--- src/rtl/data_mem_ctrl_pkg.sv ---
// ---------------------------------------------------------------------------
// data_mem_ctrl_pkg
// Shared definitions for the data memory controller:
//   - FSM state encoding (IDLE / WAIT / DONE)
//   - funct3 access size/sign encodings
//   - helpers for request legality, store byte enables and store data lanes
// No ports; imported by data_mem_ctrl and data_mem_ctrl_load_align.
// ---------------------------------------------------------------------------
package data_mem_ctrl_pkg;

  typedef enum logic [1:0] {
    ST_IDLE = 2'd0,
    ST_WAIT = 2'd1,
    ST_DONE = 2'd2
  } state_e;

  localparam logic [2:0] F3_BYTE   = 3'b000;
  localparam logic [2:0] F3_HALF   = 3'b001;
  localparam logic [2:0] F3_WORD   = 3'b010;
  localparam logic [2:0] F3_BYTE_U = 3'b100;
  localparam logic [2:0] F3_HALF_U = 3'b101;

  // A request is legal when its funct3 exists for that direction (stores
  // have no unsigned forms) and the address is naturally aligned.
  function automatic logic is_legal_access(input logic       i_isStore,
                                           input logic [2:0] i_funct3,
                                           input logic [1:0] i_offset);
    logic legal;
    legal = 1'b0;
    case (i_funct3)
      F3_BYTE:   legal = 1'b1;
      F3_HALF:   legal = ~i_offset[0];
      F3_WORD:   legal = (i_offset == 2'b00);
      F3_BYTE_U: legal = ~i_isStore;
      F3_HALF_U: legal = ~i_isStore & ~i_offset[0];
      default:   legal = 1'b0;
    endcase
    return legal;
  endfunction

  // Byte lanes touched by a store of the given size at the given offset.
  function automatic logic [3:0] store_byte_enable(input logic [2:0] i_funct3,
                                                   input logic [1:0] i_offset);
    logic [3:0] be;
    case (i_funct3)
      F3_BYTE: be = 4'b0001 << i_offset;
      F3_HALF: be = 4'b0011 << {i_offset[1], 1'b0};
      default: be = 4'b1111;
    endcase
    return be;
  endfunction

  // Replicate the low store bytes across the word so every enabled lane
  // sees the right data regardless of offset.
  function automatic logic [31:0] store_wdata(input logic [2:0]  i_funct3,
                                              input logic [31:0] i_wdata);
    logic [31:0] wd;
    case (i_funct3)
      F3_BYTE: wd = {4{i_wdata[7:0]}};
      F3_HALF: wd = {2{i_wdata[15:0]}};
      default: wd = i_wdata;
    endcase
    return wd;
  endfunction

endpackage

--- src/rtl/data_mem_ctrl_load_align.sv ---
// ---------------------------------------------------------------------------
// data_mem_ctrl_load_align
// Combinational load extraction: picks the addressed byte/half out of the
// bus word and sign- or zero-extends it according to funct3.
// Ports:
//   i_word    [31:0] word returned by memory
//   i_offset  [1:0]  byte offset of the access within the word
//   i_funct3  [2:0]  access size/sign
//   o_result  [31:0] aligned, extended load value
// ---------------------------------------------------------------------------
module data_mem_ctrl_load_align
  import data_mem_ctrl_pkg::*;
(
  input  logic [31:0] i_word,
  input  logic [1:0]  i_offset,
  input  logic [2:0]  i_funct3,
  output logic [31:0] o_result
);

  logic [7:0]  w_byte;
  logic [15:0] w_half;

  // Lane select first, then extension; word loads pass straight through.
  always_comb begin
    w_byte   = i_word[7:0];
    w_half   = i_offset[1] ? i_word[31:16] : i_word[15:0];
    o_result = i_word;

    case (i_offset)
      2'd0:    w_byte = i_word[7:0];
      2'd1:    w_byte = i_word[15:8];
      2'd2:    w_byte = i_word[23:16];
      default: w_byte = i_word[31:24];
    endcase

    case (i_funct3)
      F3_BYTE:   o_result = {{24{w_byte[7]}}, w_byte};
      F3_HALF:   o_result = {{16{w_half[15]}}, w_half};
      F3_BYTE_U: o_result = {24'h000000, w_byte};
      F3_HALF_U: o_result = {16'h0000, w_half};
      default:   o_result = i_word;
    endcase
  end

endmodule

--- src/rtl/data_mem_ctrl.sv ---
// ---------------------------------------------------------------------------
// data_mem_ctrl
// Load/store unit between the core pipeline and a single-beat memory bus.
// A legal request is registered in IDLE, driven onto the bus in WAIT until
// bus_ack or timeout, and DONE releases the pipeline for exactly one cycle.
// Ports:
//   clk, rst_n            clock, asynchronous active-low reset
//   mem_read, mem_write   load / store request (store wins if both)
//   funct3 [2:0]          access size/sign
//   addr [31:0]           byte address
//   wdata [31:0]          store data (low bytes)
//   rdata [31:0]          last completed load result
//   stall                 hold the pipeline while an access is in flight
//   fault                 one-cycle pulse for a misaligned/illegal request
//   bus_err               one-cycle pulse when the bus timed out
//   bus_req/bus_we/bus_addr/bus_wdata/bus_be   bus request side
//   bus_ack/bus_rdata     bus completion side
// Parameter:
//   TIMEOUT               WAIT cycles without ack before giving up (<= 32)
// ---------------------------------------------------------------------------
module data_mem_ctrl
  import data_mem_ctrl_pkg::*;
#(
  parameter int TIMEOUT = 16
) (
  input  logic        clk,
  input  logic        rst_n,
  input  logic        mem_read,
  input  logic        mem_write,
  input  logic [2:0]  funct3,
  input  logic [31:0] addr,
  input  logic [31:0] wdata,
  output logic [31:0] rdata,
  output logic        stall,
  output logic        fault,
  output logic        bus_err,
  output logic        bus_req,
  output logic        bus_we,
  output logic [31:0] bus_addr,
  output logic [31:0] bus_wdata,
  output logic [3:0]  bus_be,
  input  logic        bus_ack,
  input  logic [31:0] bus_rdata
);

  localparam logic [4:0] LP_LAST_WAIT = 5'(TIMEOUT - 1);

  state_e      r_state;
  state_e      w_nextState;
  logic [31:0] r_addr;
  logic [31:0] r_wdata;
  logic [2:0]  r_funct3;
  logic        r_we;
  logic [4:0]  r_waitCnt;
  logic [31:0] r_rdata;
  logic        r_fault;
  logic        r_busErr;

  logic        w_req;
  logic        w_legal;
  logic        w_accept;
  logic        w_illegal;
  logic        w_timeout;
  logic [31:0] w_loadResult;

  // Request qualification in IDLE. A store-shaped check is used whenever
  // mem_write is high so that a simultaneous read cannot sneak an unsigned
  // funct3 past the store legality rules.
  assign w_req     = mem_read | mem_write;
  assign w_legal   = is_legal_access(mem_write, funct3, addr[1:0]);
  assign w_accept  = (r_state == ST_IDLE) & w_req & w_legal;
  assign w_illegal = (r_state == ST_IDLE) & w_req & ~w_legal;

  // The counter value LP_LAST_WAIT marks the final WAIT cycle; an ack in
  // that same cycle still completes the access normally.
  assign w_timeout = (r_state == ST_WAIT) & ~bus_ack & (r_waitCnt == LP_LAST_WAIT);

  data_mem_ctrl_load_align load_align (
    .i_word   (bus_rdata),
    .i_offset (r_addr[1:0]),
    .i_funct3 (r_funct3),
    .o_result (w_loadResult)
  );

  // State register.
  always_ff @(posedge clk or negedge rst_n) begin
    if (!rst_n) begin
      r_state <= ST_IDLE;
    end else begin
      r_state <= w_nextState;
    end
  end

  // Next-state logic: DONE always falls back to IDLE after one cycle.
  always_comb begin
    w_nextState = r_state;
    case (r_state)
      ST_IDLE: if (w_accept) w_nextState = ST_WAIT;
      ST_WAIT: if (bus_ack || w_timeout) w_nextState = ST_DONE;
      ST_DONE: w_nextState = ST_IDLE;
      default: w_nextState = ST_IDLE;
    endcase
  end

  // Request capture, wait counter, load result and the two status pulses.
  // A store that times out leaves rdata alone, since stores never own it.
  always_ff @(posedge clk or negedge rst_n) begin
    if (!rst_n) begin
      r_addr    <= 32'h0;
      r_wdata   <= 32'h0;
      r_funct3  <= 3'b000;
      r_we      <= 1'b0;
      r_waitCnt <= 5'd0;
      r_rdata   <= 32'h0;
      r_fault   <= 1'b0;
      r_busErr  <= 1'b0;
    end else begin
      r_fault  <= w_illegal;
      r_busErr <= w_timeout;
      if (w_accept) begin
        r_addr    <= addr;
        r_wdata   <= wdata;
        r_funct3  <= funct3;
        r_we      <= mem_write;
        r_waitCnt <= 5'd0;
      end else if (r_state == ST_WAIT) begin
        if (bus_ack) begin
          if (!r_we) r_rdata <= w_loadResult;
        end else if (w_timeout) begin
          if (!r_we) r_rdata <= 32'h0;
        end else begin
          r_waitCnt <= r_waitCnt + 5'd1;
        end
      end
    end
  end

  // Pipeline and bus outputs. The bus is only driven during WAIT. The IDLE
  // stall term is gated by rst_n so a request held through reset cannot
  // stall the core while the controller is being cleared.
  always_comb begin
    stall     = 1'b0;
    bus_req   = 1'b0;
    bus_we    = 1'b0;
    bus_addr  = 32'h0;
    bus_wdata = 32'h0;
    bus_be    = 4'b0000;
    case (r_state)
      ST_IDLE: stall = w_accept & rst_n;
      ST_WAIT: begin
        stall     = 1'b1;
        bus_req   = 1'b1;
        bus_we    = r_we;
        bus_addr  = {r_addr[31:2], 2'b00};
        bus_be    = r_we ? store_byte_enable(r_funct3, r_addr[1:0]) : 4'b1111;
        bus_wdata = r_we ? store_wdata(r_funct3, r_wdata) : 32'h0;
      end
      default: ;
    endcase
  end

  assign rdata   = r_rdata;
  assign fault   = r_fault;
  assign bus_err = r_busErr;

endmodule

--- config.mk ---
export PLATFORM = sky130hd
export DESIGN_NAME = data_mem_ctrl
export DESIGN_NICKNAME = d
export VERILOG_FILES = /design/src/rtl/data_mem_ctrl_pkg.sv /design/src/rtl/data_mem_ctrl_load_align.sv /design/src/rtl/data_mem_ctrl.sv
export SDC_FILE = /design/constraint.sdc
export NUM_CORES = 1
export LEC_CHECK = 0
export CAP_MARGIN = 10
export CORE_ASPECT_RATIO = 1.4
export CORE_MARGIN = 1
export CORE_UTILIZATION = 44
export DETAILED_ROUTE_END_ITERATION = 12
export PLACE_DENSITY_LB_ADDON = 0.25
export SLEW_MARGIN = 5
export SYNTH_ARGS = -nofsm -noshare
export SYNTH_HDL_FRONTEND = slang
export SYNTH_SLANG_ARGS = --single-unit
--- constraint.sdc ---
create_clock -name clk -period 3 [get_ports clk]
set_clock_uncertainty 0.15 [all_clocks]
set_input_delay 0.6 -clock clk [delete_from_list [all_inputs] [get_ports clk]]
set_output_delay 0.6 -clock clk [all_outputs]
set_load 0.05 [all_outputs]
==> results of run 1 <==
metrics by stage:
step	std cells	utilization, %
2_1_floorplan	533	-
3_5_place_dp	862	70.1
4_1_cts	877	72.3
3_3_place_gp	862	70.1
6_report	877	72.4
5_1_grt	877	72.4
worst paths after layout:
path                        startpoint       endpoint  slack [ps]  cells after the start
setup / recovery           r_funct3[2]  bus_wdata[14]          30                      5
hold / removal                   rst_n        bus_err         180                      2
setup reg to reg            r_state[1]      rdata[17]         810                      5
hold reg to reg               rdata[8]       rdata[8]         330                      2
max in group asynchronous        rst_n      rdata[10]        2040                      2
min in group clk              rdata[8]       rdata[8]         330                      2
report_power, final:
group	internal, mW	switching, mW	total, mW
Clock	0.581	0.513	1.09
Combinational	1.75	2.45	4.21
Sequential	2.04	0.421	2.46
Total	4.37	3.39	7.76
synthesized netlist by cell type, drive strengths merged, types with 3 or more instances:
library cell and instances:
a211oi 9, a21oi 24, a31oi 4, and2 31, and3 9, buf 15
clkbuf 28, dfrtp 109, inv 4, mux2 68, mux2i 17, nand2 76
nand3 32, nor2 21, nor2b 11, nor3 6, nor3b 3, o21ai 26
o221ai 8, or3 8
registers in the layout, summed over array words and instances (netlist names):
name,count
fault,1
r_addr,32
r_we,1
r_wdata,32
rdata,32
r_waitCnt,5
bus_err,1
r_state,2
r_funct3,3
cell type report:
type | instances | area (µm²) | area share (%)
well taps | 147 | 184 | 2.13
multi-input cells | 376 | 2530 | 29.3
clock inverters | 2 | 10.0 | 0.116
inverters | 5 | 18.8 | 0.217
repair buffers | 225 | 2920 | 33.8
clock buffers | 13 | 250 | 2.90
flip-flops and latches | 109 | 2730 | 31.6
worst max-delay path, cell delays in order, from the launching register on:
cell     delay [ps]
dfrtp_1         370
or2_2           470
nor2_2          390
nand2_1         140
a21oi_1         310
buf_12          190
cell families after synthesis:
logic type / synth area share [%]
AOI/OAI and AO/OA: 8.34
xor gates and xnor gates: 0.483
adders and majority gates: 0.459
buffers and inverters: 3.77
DFF: 50.1
muxes: 17.6
other: 0.0689
and+or+nand+nor: 19.2
cell usage in the layout (no fill, tap or decap), types with 9 or more instances in the layout:
cell / instances
buf_4: 18
and3_1: 9
dfrtp_1: 109
buf_12: 71
mux2_2: 68
nor2b_1: 11
nor2_1: 19
nand2_1: 76
o21ai_0: 23
mux2i_1: 17
nand3_1: 32
a21oi_1: 24
clkdlybuf4s50_1: 136
and2_1: 31
clkbuf_16: 9
metal layers:
metal	global-route usage, %	vias up	wire, µm
met5	0	-	0
met2	45.7	224	8610
met3	8.73	42	1620
li1	-	2229	-
met4	12.4	0	654
met1	29.2	2404	6030
timing repair:
| action | in CTS | in global routing |
|---|---|---|
| endpoints found under the setup margin | 6 | 8 |
| pin swaps | 0 | 0 |
| resized for setup | 1 | 2 |
==> metrics.md, run 1 <==
| Metric | Value |
|---|---|
| Worst-path clk slew | 70 ps |
| Routed vias/inst | 5.59 |
| Yosys reg bits | 109 |
| CTS buffer count | 9 |
| Clk Latency, worst-skew pair | 340 ps |
| Die height | 134 µm |
| Largest net degree at the start of global routing | 110 |
| Overflow after GRT | 0 |
| Pleak | 3.70 nW |
| Clock buffer depth | 2 |
| Drt drc | 0 |
| Ys async rst share | 100% |
| Crit end category | output pin |
| Initial antenna violation count | 0 |
| Post-synth top area cell | dfrtp_1 |
| WHS | 176 ps |
| Power density over cell area | 898 mW/mm² |
| H-Tree Depth | 3 |
| TritonCTS clock tree | yes |
| Vias in the first global route | 5033 |
| CTS Hold Buffers Added | 0 |
| Max Cap Viol | 0 |
| Post-CTS Setup Bufs | 0 |
| Final GP Congestion | 0.851 |
| First-pass GRT wire length | 25.8 mm |
| Drt first pass iters | 5 |
| Status | completed |
| Chip Width | 96.0 µm |
| Crit path required time | 2250 ps |
| Clk sinks | 109 |
| Synth warn | 0 |
| ANT nets after route | 0 |
| Setup TNS | 0 ps |
| Worst Max-Slew Pin Slew | 679 ps |
| Design Power | 7.76 mW |
| Crit path max fanout | 17 |
| FILL cells | 838 |
| Row count | 47 |
| Final instance area | 0.00864 mm² |
| IO Port Bufs | 206 |
| Slew headroom | 54.7% |
| Mean Syn Cell Area | 10.2 µm² |
| CP Class | reg2out |
| Post-place setup slack | 95.2 ps |
| WL final | 16.9 mm |
| Starting DRT DRC Count | 267 |
| Gr usage total | 26.7% |
| Startpoint types | register |
| Initial core utilization | 45.6% |
| Wirelength per Cell | 19.3 µm |
| Final period util | 99.0% |
| Synth top area share | 50.1% |
| Synth Cell Area | 0.00545 mm² |
| Core area | 0.0119 mm² |
| Cells after Synth | 532 |
| Placed Area | 0.00837 mm² |
| Via count | 4899 |
| Boundary Pins | 209 |
| WP data arrival | 2220 ps |
| Area Growth Syn to Fin | 58.6% |
| Area of the die | 0.0128 mm² |
| Most used DFF post-synth | dfrtp_1 |
| Largest cells by area after synthesis | dfrtp_1 50%, mux2_2 14%, nand2_1 5.2%, and2_1 3.6%, mux2i_1 3.1% |
| Sequential fraction of the synthesis area | 50.1% |
| VDD IR max | 482 µV |
| RSZ-0062 raised after global routing | true |
| Tmin final | 2970 ps |
| Max Slew Vio Count | 0 |
| Layout cells sized above 1 | 24.7% |
| Fin nets | 832 |
| Maximum clock rate | 337 MHz |
| Worst Hold Class | in2async |
| Final worst slack | 31.1 ps |
| Number of synthesized flops with an enable pin | 0 |
| CTS root buffer | clkbuf_16 |
| Final setup viols | 0 |
| Antenna Diode Count | 0 |
| Final Hold Fails | 0 |
| Yosys cell types | 42 |
| DP HPWL | 12.6 mm |
Note: power is estimated with default switching activity, not from simulation.
==> inputs of run 2 (changes only) <==
--- a/config.mk
+++ b/config.mk
@@ -10,6 +10,7 @@
 export CORE_MARGIN = 1
 export CORE_UTILIZATION = 44
 export DETAILED_ROUTE_END_ITERATION = 12
+export HOLD_SLACK_MARGIN = 0.15
 export PLACE_DENSITY_LB_ADDON = 0.25
 export SLEW_MARGIN = 5
 export SYNTH_ARGS = -nofsm -noshare
==> results of run 2 <==
No change in the layout: final DEF, timing and power equal those of run 1.
